**src/rtl/uart_cmd_responder.sv**
```systemverilog
// Command responder behind the UART: turns "W addr data" / "R addr" packets into
// register-bus accesses and returns one response byte. Define CMD_CHECKSUM_EN for a trailing XOR checksum byte.
module uart_cmd_responder #(
   parameter int         TIMEOUT = 50000,
   parameter logic [7:0] OP_WR   = 8'h57,
   parameter logic [7:0] OP_RD   = 8'h52,
   parameter logic [7:0] ACK     = 8'h4B,
   parameter logic [7:0] NAK     = 8'h3F
) (
   input  logic       clk,
   input  logic       rst,
   input  logic       rx_valid,
   input  logic [7:0] rx_data,
   input  logic       tx_busy,
   output logic       tx_start,
   output logic [7:0] tx_data,
   output logic       reg_we,
   output logic       reg_re,
   output logic [7:0] reg_addr,
   output logic [7:0] reg_wdata,
   input  logic [7:0] reg_rdata,
   output logic       busy,
   output logic       overrun,
   output logic       timeout
);

   localparam int            CW      = $clog2(TIMEOUT + 1);
   localparam logic [CW-1:0] TO_LAST = CW'(TIMEOUT - 1);
   localparam logic [CW-1:0] CNT_ONE = CW'(1);

   typedef enum logic [2:0] {
      S_IDLE,
      S_GET_ADDR,
      S_GET_DATA,
      S_EXEC,
      S_RD_WAIT,
      S_SEND
`ifdef CMD_CHECKSUM_EN
      , S_GET_SUM
`endif
   } state_t;

`ifdef CMD_CHECKSUM_EN
   localparam state_t     S_AFTER_FIELDS = S_GET_SUM;
   localparam logic [7:0] SUM_BAD        = 8'h21;
`else
   localparam state_t     S_AFTER_FIELDS = S_EXEC;
`endif

   state_t          r_state;
   state_t          w_next;
   logic            r_isWrite;
   logic [7:0]      r_resp;
   logic [7:0]      r_txHold;
   logic [7:0]      r_regAddr;
   logic [7:0]      r_regWdata;
   logic            r_overrun;
   logic            r_timeout;
   logic [CW-1:0]   r_toCnt;
   logic            w_isOp;
   logic            w_timed;
   logic            w_toFire;
   logic            w_lateByte;
`ifdef CMD_CHECKSUM_EN
   logic [7:0]      r_sum;
   logic            w_sumOk;
`endif

   assign w_isOp     = (rx_data == OP_WR) || (rx_data == OP_RD);
   assign w_lateByte = rx_valid && ((r_state == S_EXEC) || (r_state == S_RD_WAIT) || (r_state == S_SEND));
`ifdef CMD_CHECKSUM_EN
   assign w_sumOk    = (rx_data == r_sum);
`endif

   always_comb begin
      w_timed = (r_state == S_GET_ADDR) || (r_state == S_GET_DATA);
`ifdef CMD_CHECKSUM_EN
      if (r_state == S_GET_SUM) w_timed = 1'b1;
`endif
   end

   // A byte arriving on the terminal count takes priority over the timeout.
   assign w_toFire = w_timed && !rx_valid && (r_toCnt == TO_LAST);

   always_ff @(posedge clk) begin
      if (rst) r_state <= S_IDLE;
      else     r_state <= w_next;
   end

   always_comb begin
      w_next = r_state;
      case (r_state)
         S_IDLE: begin
            if (rx_valid) w_next = w_isOp ? S_GET_ADDR : S_SEND;
         end
         S_GET_ADDR: begin
            if (rx_valid)      w_next = r_isWrite ? S_GET_DATA : S_AFTER_FIELDS;
            else if (w_toFire) w_next = S_IDLE;
         end
         S_GET_DATA: begin
            if (rx_valid)      w_next = S_AFTER_FIELDS;
            else if (w_toFire) w_next = S_IDLE;
         end
`ifdef CMD_CHECKSUM_EN
         S_GET_SUM: begin
            if (rx_valid)      w_next = w_sumOk ? S_EXEC : S_SEND;
            else if (w_toFire) w_next = S_IDLE;
         end
`endif
         S_EXEC:    w_next = r_isWrite ? S_SEND : S_RD_WAIT;
         S_RD_WAIT: w_next = S_SEND;
         S_SEND: begin
            if (!tx_busy) w_next = S_IDLE;
         end
         default:   w_next = S_IDLE;
      endcase
   end

   // tx_data shows the pending response only in the tx_start cycle, then holds it.
   always_comb begin
      reg_we   = 1'b0;
      reg_re   = 1'b0;
      tx_start = 1'b0;
      busy     = (r_state != S_IDLE);
      case (r_state)
         S_EXEC: begin
            reg_we = r_isWrite;
            reg_re = !r_isWrite;
         end
         S_SEND:  tx_start = !tx_busy;
         default: ;
      endcase
      tx_data = tx_start ? r_resp : r_txHold;
   end

   always_ff @(posedge clk) begin
      if (rst || !w_timed || rx_valid || w_toFire) r_toCnt <= '0;
      else                                        r_toCnt <= r_toCnt + CNT_ONE;
   end

   always_ff @(posedge clk) begin
      if (rst) begin
         r_isWrite  <= 1'b0;
         r_resp     <= 8'h00;
         r_txHold   <= 8'h00;
         r_regAddr  <= 8'h00;
         r_regWdata <= 8'h00;
         r_overrun  <= 1'b0;
         r_timeout  <= 1'b0;
`ifdef CMD_CHECKSUM_EN
         r_sum      <= 8'h00;
`endif
      end else begin
         r_timeout <= w_toFire;
         if (w_lateByte) r_overrun <= 1'b1;
         if (tx_start)   r_txHold  <= r_resp;
         case (r_state)
            S_IDLE: begin
               if (rx_valid) begin
                  if (w_isOp) r_isWrite <= (rx_data == OP_WR);
                  else        r_resp    <= NAK;
`ifdef CMD_CHECKSUM_EN
                  r_sum <= rx_data;
`endif
               end
            end
            S_GET_ADDR: begin
               if (rx_valid) begin
                  r_regAddr <= rx_data;
`ifdef CMD_CHECKSUM_EN
                  r_sum <= r_sum ^ rx_data;
`endif
               end
            end
            S_GET_DATA: begin
               if (rx_valid) begin
                  r_regWdata <= rx_data;
`ifdef CMD_CHECKSUM_EN
                  r_sum <= r_sum ^ rx_data;
`endif
               end
            end
`ifdef CMD_CHECKSUM_EN
            S_GET_SUM: begin
               if (rx_valid && !w_sumOk) r_resp <= SUM_BAD;
            end
`endif
            S_EXEC: begin
               if (r_isWrite) r_resp <= ACK;
            end
            S_RD_WAIT: r_resp <= reg_rdata;
            default: ;
         endcase
      end
   end

   assign reg_addr  = r_regAddr;
   assign reg_wdata = r_regWdata;
   assign overrun   = r_overrun;
   assign timeout   = r_timeout;

endmodule

```
**config.mk**
```make
export PLATFORM = sky130hd
export DESIGN_NAME = uart_cmd_responder
export DESIGN_NICKNAME = d
export VERILOG_FILES = /design/src/rtl/uart_cmd_responder.sv
export SDC_FILE = /design/constraint.sdc
export NUM_CORES = 1
export LEC_CHECK = 0
export BUFFER_PORTS_ARGS = -buffer_cell sky130_fd_sc_hd__buf_2
export CAP_MARGIN = 25
export CORE_ASPECT_RATIO = 0.8
export CORE_MARGIN = 4
export CORE_UTILIZATION = 53
export DETAILED_ROUTE_END_ITERATION = 8
export PLACE_DENSITY = 0.85
export SKIP_LAST_GASP = 1
export SLEW_MARGIN = 20
export SYNTH_ARGS = -nofsm -noshare
export SYNTH_HDL_FRONTEND = slang
export SYNTH_SLANG_ARGS = --single-unit
```
**constraint.sdc**
```tcl
create_clock -name clk -period 2.35 [get_ports clk]
set_input_delay 0.47 -clock clk [delete_from_list [all_inputs] [get_ports clk]]
set_output_delay 0.47 -clock clk [all_outputs]
set_load 0.03 [all_outputs]
```
==> results of run 1 <==
## what timing repair did
item                       in CTS  in global routing
setup endpoints to repair       0                  8
gates resized for setup         0                  5
hold buffers                    0                  0
setup buffers                   0                  0
## registers in the layout (all words and copies together), names as in the netlist
name	cells
r_toCnt	16
reg_addr	8
timeout	1
r_state	3
reg_wdata	8
overrun	1
r_txHold	8
r_resp	8
r_isWrite	1
## final timing paths
| check | slack, ps | endpoint | from | cells after the start |
|---|---|---|---|---|
| max | 100 | tx_data[0] | r_state[0]$_SDFFE_PP0P_ | 5 |
| max reg2reg | 470 | r_toCnt[4]$_SDFF_PP0_ | r_toCnt[11]$_SDFF_PP0_ | 4 |
| min reg2reg | 460 | reg_addr[2]$_SDFFE_PP0P_ | reg_addr[2]$_SDFFE_PP0P_ | 2 |
| min | 420 | reg_addr[6]$_SDFFE_PP0P_ | rx_data[6] | 3 |
## routing by layer
metal  part of all wire, %  track usage, %  wire length (um)
met2                    49            32.4              2400
met1                    44            22.7              2170
met5                     0               0                 0
met4                   1.4            8.65                68
met3                   5.2            4.46               254
## cell usage after synthesis, types with 2 or more instances
cell	instances	area share (%)
o21ai_0	5	1.1
or4_1	2	0.65
nand2_1	24	3.9
nand2b_1	3	0.82
nand3_1	5	1.1
or3b_2	2	0.76
nor2_1	37	6.1
mux2_2	9	4.4
dfxtp_1	54	47
clkbuf_1	8	1.3
nor3_1	18	3.9
a211oi_1	2	0.65
nor4_1	4	1.1
nor2b_1	13	3.5
mux2i_1	8	3.5
buf_2	2	0.44
nand4_1	5	1.4
inv_1	8	1.3
o21ai_1	2	0.44
xnor2_1	14	5.3
a21oi_1	15	3.3
## power by group
group	leakage (nW)	internal [mW]	switching, mW
clock network	0.0585	0.319	0.301
registers	0.438	0.964	0.0297
logic	0.576	0.130	0.210
## kinds of logic after synthesis
family	count (synthesis)
buffers and inverters	19
AOI/OAI and AO/OA	31
xor gates and xnor gates	15
muxes	17
DFF	54
adders and majority gates	1
and+or+nand+nor	124
## layout make-up
cell class,count,area (sq um),area share (%)
multi-input combinational,188,1150,41.8
sequential,54,1080,39.3
timing repair buffer,57,305,11.1
tap,57,71.3,2.59
clock buffer,5,68.8,2.50
clock inverter,3,43.8,1.59
inverter,8,30.0,1.09
## critical path: stages (launching register included)
cell and delay (ps):
dfxtp_1 350, nor2b_2 180, nor3b_4 230, buf_4 190
mux2_2 350, buf_2 180
==> results.txt, run 1 <==
Outcome: complete, no violations
P&R area growth vs syn: 19.9%
CTS clk-pin slew, worst paths: 100 ps
TNS Setup: 0 ps
Seq cells post-synth: 54
Clk root buf: clkbuf_8
Crit path required time: 1880 ps
Synth Area in Adders: 0.546%
Wire per inst: 13.1 um
Seq/Total Area, Yosys: 47.1%
Drt total wl: 4890 um
Mux contribution to synthesized area: 7.91%
# Max-Cap Violations: 0
Row count: 21
Total track usage: 19.1%
Max Fanout on Critical Path: 5
Num Clock Sinks: 54
Actual slew at the worst max-slew pin: 555 ps
DRC Markers: 0
Leakage Power: 1.07 nW
Port bufs: 49
Clock tree buffer depth: 2
Hold Path Class: input pin to register
Initial antenna violation count: 0
Main combinational cell family by area after synthesis: simple AND/OR/NAND/NOR gates
Clk Latency, worst-skew pair: 310 ps
Fin crit period: 2250 ps
Post-Route Skew: 10.2 ps
Gr ovfl total: 0
Post-Synth XOR/XNOR Area: 5.73%
Avg Inst Size Synth: 8.79 sq um
Num ports: 50
Most frequent cells in the layout: dfxtp_1, buf_2, nor2_1
Max rail drop VDD: 0.426 mV
DR vias: 1975
Synth Instances: 261
Syn. warnings: 0
Post-Place Cells: 363
Antenna cells: 0
Die height: 66.8 um
Post-placement cell area: 2620 sq um
Pre-antenna DRT Iters: 4
Asr flop ratio synth: 0%
Compound-cell area share of the yosys netlist: 7.86%
Pre-CTS setup slack: 185 ps
Nets: 335
Synth Area in Simple Gates: 27.4%
CTS tree: done
EDFF count, synth: 0
Mapped Nets: 282
Post-route cell area: 2750 sq um
Core Util, Final: 65.8%
Placer Congestion: 0.839
Number of setup violations in the final report: 0
Placed wire-length estimate: 3470 um
Commonest non-fill, non-tap cell in the layout: dfxtp_1
Startpoint types: register
Max_slew headroom: 62.7%
CP Class: register to output pin
Fmax: 0.444 GHz
Syn Std Cell Area: 2290 sq um
Die W: 81.5 um
Crit. End Element: output pin
Pwr/cell area: 711 nW/um^2
Post-DR vias/cell: 5.31
Vias in the first global route: 1915
Global-route wire length before repair: 8080 um
WHS: 417 ps
Die area: 5450 sq um
Final Instance Count excl. Fillers: 372
Post-synth cell types: 42
Crit share post-route: 95.8%
Hold Fails Final Rpt: 0
Initial Utilization: 54.9%
Layout cells sized above 1: 26.0%
Slew Limit Fails: 0
CTS Buf Count: 5
Core area: 4180 sq um
1st-iter DRT viols: 114
CTS HTree Levels: 2
Worst EP arrival: 1780 ps
Largest net degree at the start of global routing: 40
Crit path setup slack, layout: 99.5 ps
Fillers: 341
Final Power: 1.95 mW
Most used DFF post-synth: dfxtp_1
Final ANT Viol Nets: 0
No activity file was read; power rests on OpenSTA's default activity.
==> inputs of run 2 (changes only) <==
- ABC_AREA: default -> 1
- CORE_ASPECT_RATIO: 0.8 -> 0.75
- CORE_UTILIZATION: 53 -> 54
- PLACE_DENSITY: 0.85 -> 0.86
==> results.txt, run 2 <==
Outcome: complete, no violations
Num Clock Sinks: 54 (unchanged)
Max stage delay on crit path: 370 ps (+20 ps)
Crit. End Element: output pin
Most frequent cells in the layout: nand2_1, dfxtp_1, inv_1
Max rail drop VDD: 0.596 mV (+40%)
Core Util, Final: 67.3% (+1.5 points)
Layout cells sized above 1: 22.5% (-3.5 points)
Hold endpoint: r_resp[7]$_SDFFE_PP0P_
Actual slew at the worst max-slew pin: 545 ps (-9.90 ps)
Clk Latency, worst-skew pair: 310 ps (about the same)
Most flop-heavy register: r_toCnt
Total track usage: 20.6% (+1.5 points)
Switch share: 40.0% (+12 points)
Seq/Total Area, Yosys: 44.3% (-2.9 points)
Synth top cells by count: dfxtp_1, nand2_1, inv_1
Placer Congestion: 0.872 (+3.9%)
Slew Limit Fails: 0 (unchanged)
Mapped Nets: 361 (+28%)
Hold Path Cell Cnt: 3 (unchanged)
Largest net degree at the start of global routing: 22 (-45%)
Global-route wire length before repair: 9360 um (+16%)
Post-synth cell types: 33 (-21%)
Fmax: 0.447 GHz (+0.57%)
Comb pwr share: 36.0% (+19 points)
Syn Std Cell Area: 2440 sq um (+6.5%)
Port bufs: 49 (unchanged)
Seq cells post-synth: 54 (unchanged)
Pwr/cell area: 934 nW/um^2 (+31%)
Die area: 5670 sq um (+4.1%)
Asr flop ratio synth: 0% (unchanged)
Syn. warnings: 0 (unchanged)
Worst r2r src: r_toCnt[0]$_SDFF_PP0_
Cell family with most CP delay: simple AND/OR/NAND/NOR gates
Slowest cell on the critical path: dfxtp_2
Max FFs per register: 16 (unchanged)
Post-DR vias/cell: 5.21 (-1.9%)
Core area: 4200 sq um (+0.63%)
Number of setup violations in the final report: 0 (unchanged)
Cell Chain, Critical Path: inv_2 -> nor2_2 -> nand2_1 -> nor2_4 -> buf_4 -> or2_2 -> o21ai_1 -> inv_1 -> buf_2
Antenna cells: 0 (unchanged)
Area leader, netlist: dfxtp_1
CTS HTree Levels: 2 (unchanged)
Reg2Reg Setup Slack: 670 ps (+200 ps)
Gr ovfl total: 0 (unchanged)
Nets: 411 (+23%)
CP Class: register to output pin
# Max-Cap Violations: 0 (unchanged)
Num ports: 50 (unchanged)
Die W: 85.7 um (+5.0%)
Clock tree buffer depth: 2 (unchanged)
CTS clk-pin slew, worst paths: 100 ps (about the same)
CP bufs+invs: 4 (+2)
Startpoint types: register
EDFF count, synth: 0 (unchanged)
NetSw: 1.06 mW (+96%)
Fin crit period: 2240 ps (-12.7 ps)
TNS Setup: 0 ps (unchanged)
Hold Fails Final Rpt: 0 (unchanged)
Vias in the first global route: 2175 (+14%)
DR vias: 2324 (+18%)
Die height: 66.2 um (-0.89%)
Reg2Reg Depth: 8 (+4)
Synth Instances: 340 (+30%)
Crit share post-route: 95.2% (-0.54 points)
Worst EP arrival: 1770 ps (about the same)
Commonest non-fill, non-tap cell in the layout: nand2_1
Drt total wl: 5560 um (+14%)
WHS: 413 ps (-3.97 ps)
Post-cts hold buffer count: 0 (unchanged)
Avg Inst Size Synth: 7.18 sq um (-18%)
Leakage Power: 1.35 nW (+26%)
Hold Path Class: input pin to register
Initial antenna violation count: 0 (unchanged)
Post-Route Skew: 4.38 ps (-5.80 ps)
Int Pwr: 1.59 mW (+12%)
Most used DFF post-synth: dfxtp_1
DRC Markers: 0 (unchanged)
Crit path required time: 1880 ps (about the same)
Placed wire-length estimate: 4160 um (+20%)
Post-placement cell area: 2720 sq um (+3.9%)
Top cells by area, synth: dfxtp_1, nand2_1, inv_1
Wire per inst: 12.5 um (-5.2%)
Yosys top cell area share: 44.3% (-2.9 points)
Hold_sp: reg_rdata[7]
CTS tree: done
Power share of the clock group: 20.6% (-11 points)
Pre-antenna DRT Iters: 5 (+1)
RR Endpoint: r_toCnt[12]$_SDFF_PP0_
Sequential power share: 43.4% (-7.4 points)
CTS Buf Count: 5 (unchanged)
Max_slew headroom: 63.5% (+0.88 points)
Clk root buf: clkbuf_8
P&R area growth vs syn: 15.9%
Final ANT Viol Nets: 0 (unchanged)
Max Fanout on Critical Path: 7 (+2)
1st-iter DRT viols: 193 (+69%)
Post-route cell area: 2830 sq um (+3.0%)
Initial Utilization: 58.1% (+3.2 points)
Row count: 20 (-4.8%)
[run 2: cell count changes after synthesis, moves of 11 or more]
cell	delta
a21oi_1	+13
inv_1	+43
nand2_1	+30
nand3_1	+11
nor2b_1	-13
o21ai_0	+26
xnor2_1	-13
[run 2: metrics by stage]
step	instances	total power, mW	setup slack (ps)
6_report	446	2.64	112
5_1_grt	446	2.81	-13.1
4_1_cts	444	2.63	-7.13
3_5_place_dp	436	2.09	339
3_3_place_gp	436	2.06	437
2_1_floorplan	340	1.85	451
[run 2: worst reg2reg max path, stage by stage (launching register included)]
cell	delay (ps)
dfxtp_1	390
ha_1	200
nand3_1	170
nor2_2	190
nand3_1	180
nor2_2	200
nand2_1	90
nor2_1	100
nor3_1	60
[run 2: worst max-delay path by stage]
stage | startpoint | to | depth (start not counted) | slack, ps
after global routing | r_state[0]$_SDFFE_PP0P_ | tx_data[2] | 9 | -10
final | r_state[0]$_SDFFE_PP0P_ | tx_data[2] | 9 | 110
after CTS | r_state[0]$_SDFFE_PP0P_ | tx_data[4] | 8 | -7
after detailed placement | r_state[0]$_SDFFE_PP0P_ | tx_data[7] | 8 | 340
after global placement | r_state[0]$_SDFFE_PP0P_ | tx_data[1] | 8 | 440
after floorplan | r_state[0]$_SDFFE_PP0P_ | tx_data[0] | 7 | 450
[run 2: layout make-up]
type | instances | area (sq um)
inverter | 53 | 199
multi-input combinational | 224 | 1120
sequential | 54 | 1080
tap | 55 | 68.8
clock inverter | 2 | 12.5
timing repair buffer | 52 | 268
clock buffer | 6 | 82.6
fill | 364 | 1370
[run 2: cells by family (layout without fill, tap and decap cells)]
group / after synthesis / after routing / share of synthesized area (%)
flops: 54 / 54 / 44.3
simple gates: 153 / 153 / 29.2
compound gates: 67 / 67 / 14.9
fa+ha+maj: 1 / 1 / 0.512
buf+inv: 62 / 113 / 10.0
xor+xnor: 3 / 3 / 1.08
[run 2: power groups by stage]
stage	Sequential, mW	Clock (mW)	Combinational (mW)
detailed placement	1.16	0	0.930
global route	1.17	0.592	1.05
floorplan	1.23	0	0.619
finish	1.15	0.545	0.951
global placement	1.15	0	0.908
CTS	1.14	0.552	0.934
[run 2: timing repair]
action / in CTS / in global routing
setup buffers: 0 / 2
resized for setup: 1 / 9
pin swaps: 0 / 1
setup endpoints to repair: 4 / 8
[run 2: per-layer routing]
metal / part of all wire (%) / vias to the layer above / GRT usage [%] / wire (um)
li1: - / 1187 / - / -
met1: 48 / 1061 / 26.6 / 2660
met2: 44 / 65 / 33.1 / 2470
met3: 6.2 / 11 / 6.23 / 343
met4: 1.6 / 0 / 6.32 / 91
met5: 0 / - / 0 / 0
==> inputs of run 3 (changes only) <==
- REMOVE_ABC_BUFFERS: default -> 1
==> results.txt, run 3 (same netlist as run 2, synthesis figures left out) <==
Most frequent cells in the layout: nand2_1, dfxtp_1, inv_1
Crit path required time: 1880 ps (about the same)
Clk Latency, worst-skew pair: 300 ps (about the same)
Leakage Power: 1.36 nW (+0.61%)
Pwr/cell area: 948 nW/um^2 (+1.4%)
Placer Congestion: 0.878 (+0.68%)
P&R area growth vs syn: 16.9%
Antenna cells: 0 (unchanged)
Hold Path Class: input pin to register
Post-placement cell area: 2720 sq um (unchanged)
Post-Place Cells: 436 (unchanged)
Clk root buf: clkbuf_8
Initial Utilization: 58.1% (unchanged)
Crit path setup slack, layout: 130 ps (+17.9 ps)
Layout cells sized above 1: 22.3% (-0.20 points)
Fmax: 0.450 GHz (+0.81%)
Post-DR vias/cell: 5.11 (-1.8%)
RSZ-0062 raised after global routing: yes
Final Power: 2.71 mW (+2.3%)
Drt total wl: 5160 um (-7.1%)
Die height: 66.2 um (unchanged)
DRC Markers: 0 (unchanged)
1st-iter DRT viols: 133 (-31%)
Max FFs per register: 16 (unchanged)
Commonest non-fill, non-tap cell in the layout: nand2_1
Placed wire-length estimate: 3960 um (-4.7%)
Actual slew at the worst max-slew pin: 602 ps (+56.7 ps)
Startpoint types: register
Total track usage: 18.6% (-2.0 points)
Slew Limit Fails: 0 (unchanged)
Max Fanout on Critical Path: 6 (-1)
Worst EP arrival: 1750 ps (-20 ps)
Most flop-heavy register: r_toCnt
Met1 usage: 24.4% (-2.2 points)
Final Instance Count excl. Fillers: 445 (-0.22%)
Wire per inst: 11.6 um (-6.9%)
CP Class: register to output pin
Initial antenna violation count: 0 (unchanged)
Met2 GRT Util: 29.7% (-3.5 points)
Largest net degree at the start of global routing: 20 (-9.1%)
Core Util, Final: 67.9% (+0.60 points)
Pre-antenna DRT Iters: 4 (-1)
Met3 Usage GRT: 5.11% (-1.1 points)
WHS: 413 ps (+0.680 ps)
Clock tree buffer depth: 2 (unchanged)
Num ports: 50 (unchanged)
Die area: 5670 sq um (unchanged)
Crit. End Element: output pin
Vias in the first global route: 2001 (-8.0%)
Max rail drop VDD: 0.700 mV (+18%)
DR vias: 2276 (-2.1%)
Power share of the clock group: 22.8% (+2.2 points)
Row count: 20 (unchanged)
Int Pwr: 1.67 mW (+5.1%)
Crit share post-route: 94.5% (-0.76 points)
Max_slew headroom: 59.7% (-3.8 points)
Post-Route Skew: 6.21 ps (+1.83 ps)
Port bufs: 49 (unchanged)
CTS HTree Levels: 2 (unchanged)
Comb pwr share: 34.9% (-1.1 points)
CTS Buf Count: 5 (unchanged)
Global-route wire length before repair: 8540 um (-8.8%)
Sequential power share: 42.2% (-1.2 points)
Die W: 85.7 um (unchanged)
# Max-Cap Violations: 0 (unchanged)
Pre-CTS setup slack: 303 ps (-35.7 ps)
Gr ovfl total: 0 (unchanged)
Number of setup violations in the final report: 0 (unchanged)
Num Clock Sinks: 54 (unchanged)
Global route hottest layer: met2
TNS Setup: 0 ps (unchanged)
CTS tree: done
CTS clk-pin slew, worst paths: 90 ps (about the same)
Nets: 410 (-0.24%)
Switch share: 38.5% (-1.6 points)
Fin crit period: 2220 ps (-17.9 ps)
Post-route cell area: 2860 sq um (+0.88%)
Outcome: complete, no violations
Core area: 4200 sq um (unchanged)
Hold Fails Final Rpt: 0 (unchanged)
NetSw: 1.04 mW (-1.7%)
Final ANT Viol Nets: 0 (unchanged)
## run 3: changes by cell type in the layout (fill, tap and decap cells not counted), sizes merged
cell,change
clkinvlp,-1
clkbuf,-1
inv,+1
bufinv,+1
buf,-1
## run 3: final cells by class
cell class	instances	area (sq um)
clock inverter	3	43.8
timing repair buffer	51	273
inverter	53	199
tap	55	68.8
clock buffer	5	68.8
fill	356	1350
sequential	54	1080
multi-input combinational	224	1120
## run 3: final timing paths
path / start / to / slack [ps] / cells past startpoint
hold / removal: reg_rdata[7] / r_resp[7]$_SDFFE_PP0P_ / 410 / 3
setup reg to reg: r_state[0]$_SDFFE_PP0P_ / reg_addr[7]$_SDFFE_PP0P_ / 680 / 7
setup / recovery: r_state[1]$_SDFFE_PP0P_ / tx_data[0] / 130 / 8
hold reg to reg: reg_wdata[5]$_SDFFE_PP0P_ / reg_wdata[5]$_SDFFE_PP0P_ / 450 / 2
## run 3: per-layer routing
layer  wire length [um]  up-vias
li1                   -     1186
met5                  0        -
met1               2480     1026
met2               2290       57
met4                 56        0
met3                336        7
## run 3: power groups by stage
| stage | clock [mW] | combinational (mW) | sequential, mW |
|---|---|---|---|
| detailed placement | 0 | 0.920 | 1.16 |
| finish | 0.618 | 0.945 | 1.14 |
| floorplan | 0 | 0.602 | 1.23 |
| global placement | 0 | 0.898 | 1.15 |
| global route | 0.673 | 1.06 | 1.16 |
| CTS | 0.636 | 0.928 | 1.14 |
## run 3: critical path, cell delays in order, from the launching register on
cell     delay (ps)
dfxtp_1         430
nor2_2           90
nand2_1         120
nor2_4           80
buf_12          130
or2_2           260
o21ai_1         110
inv_1            50
buf_2           170
## run 3: what timing repair did
item,in CTS,in global routing
resized for setup,1,9
pin swaps,0,1
buffers inserted,0,1
hold buffers,0,0
setup endpoints to repair,8,8
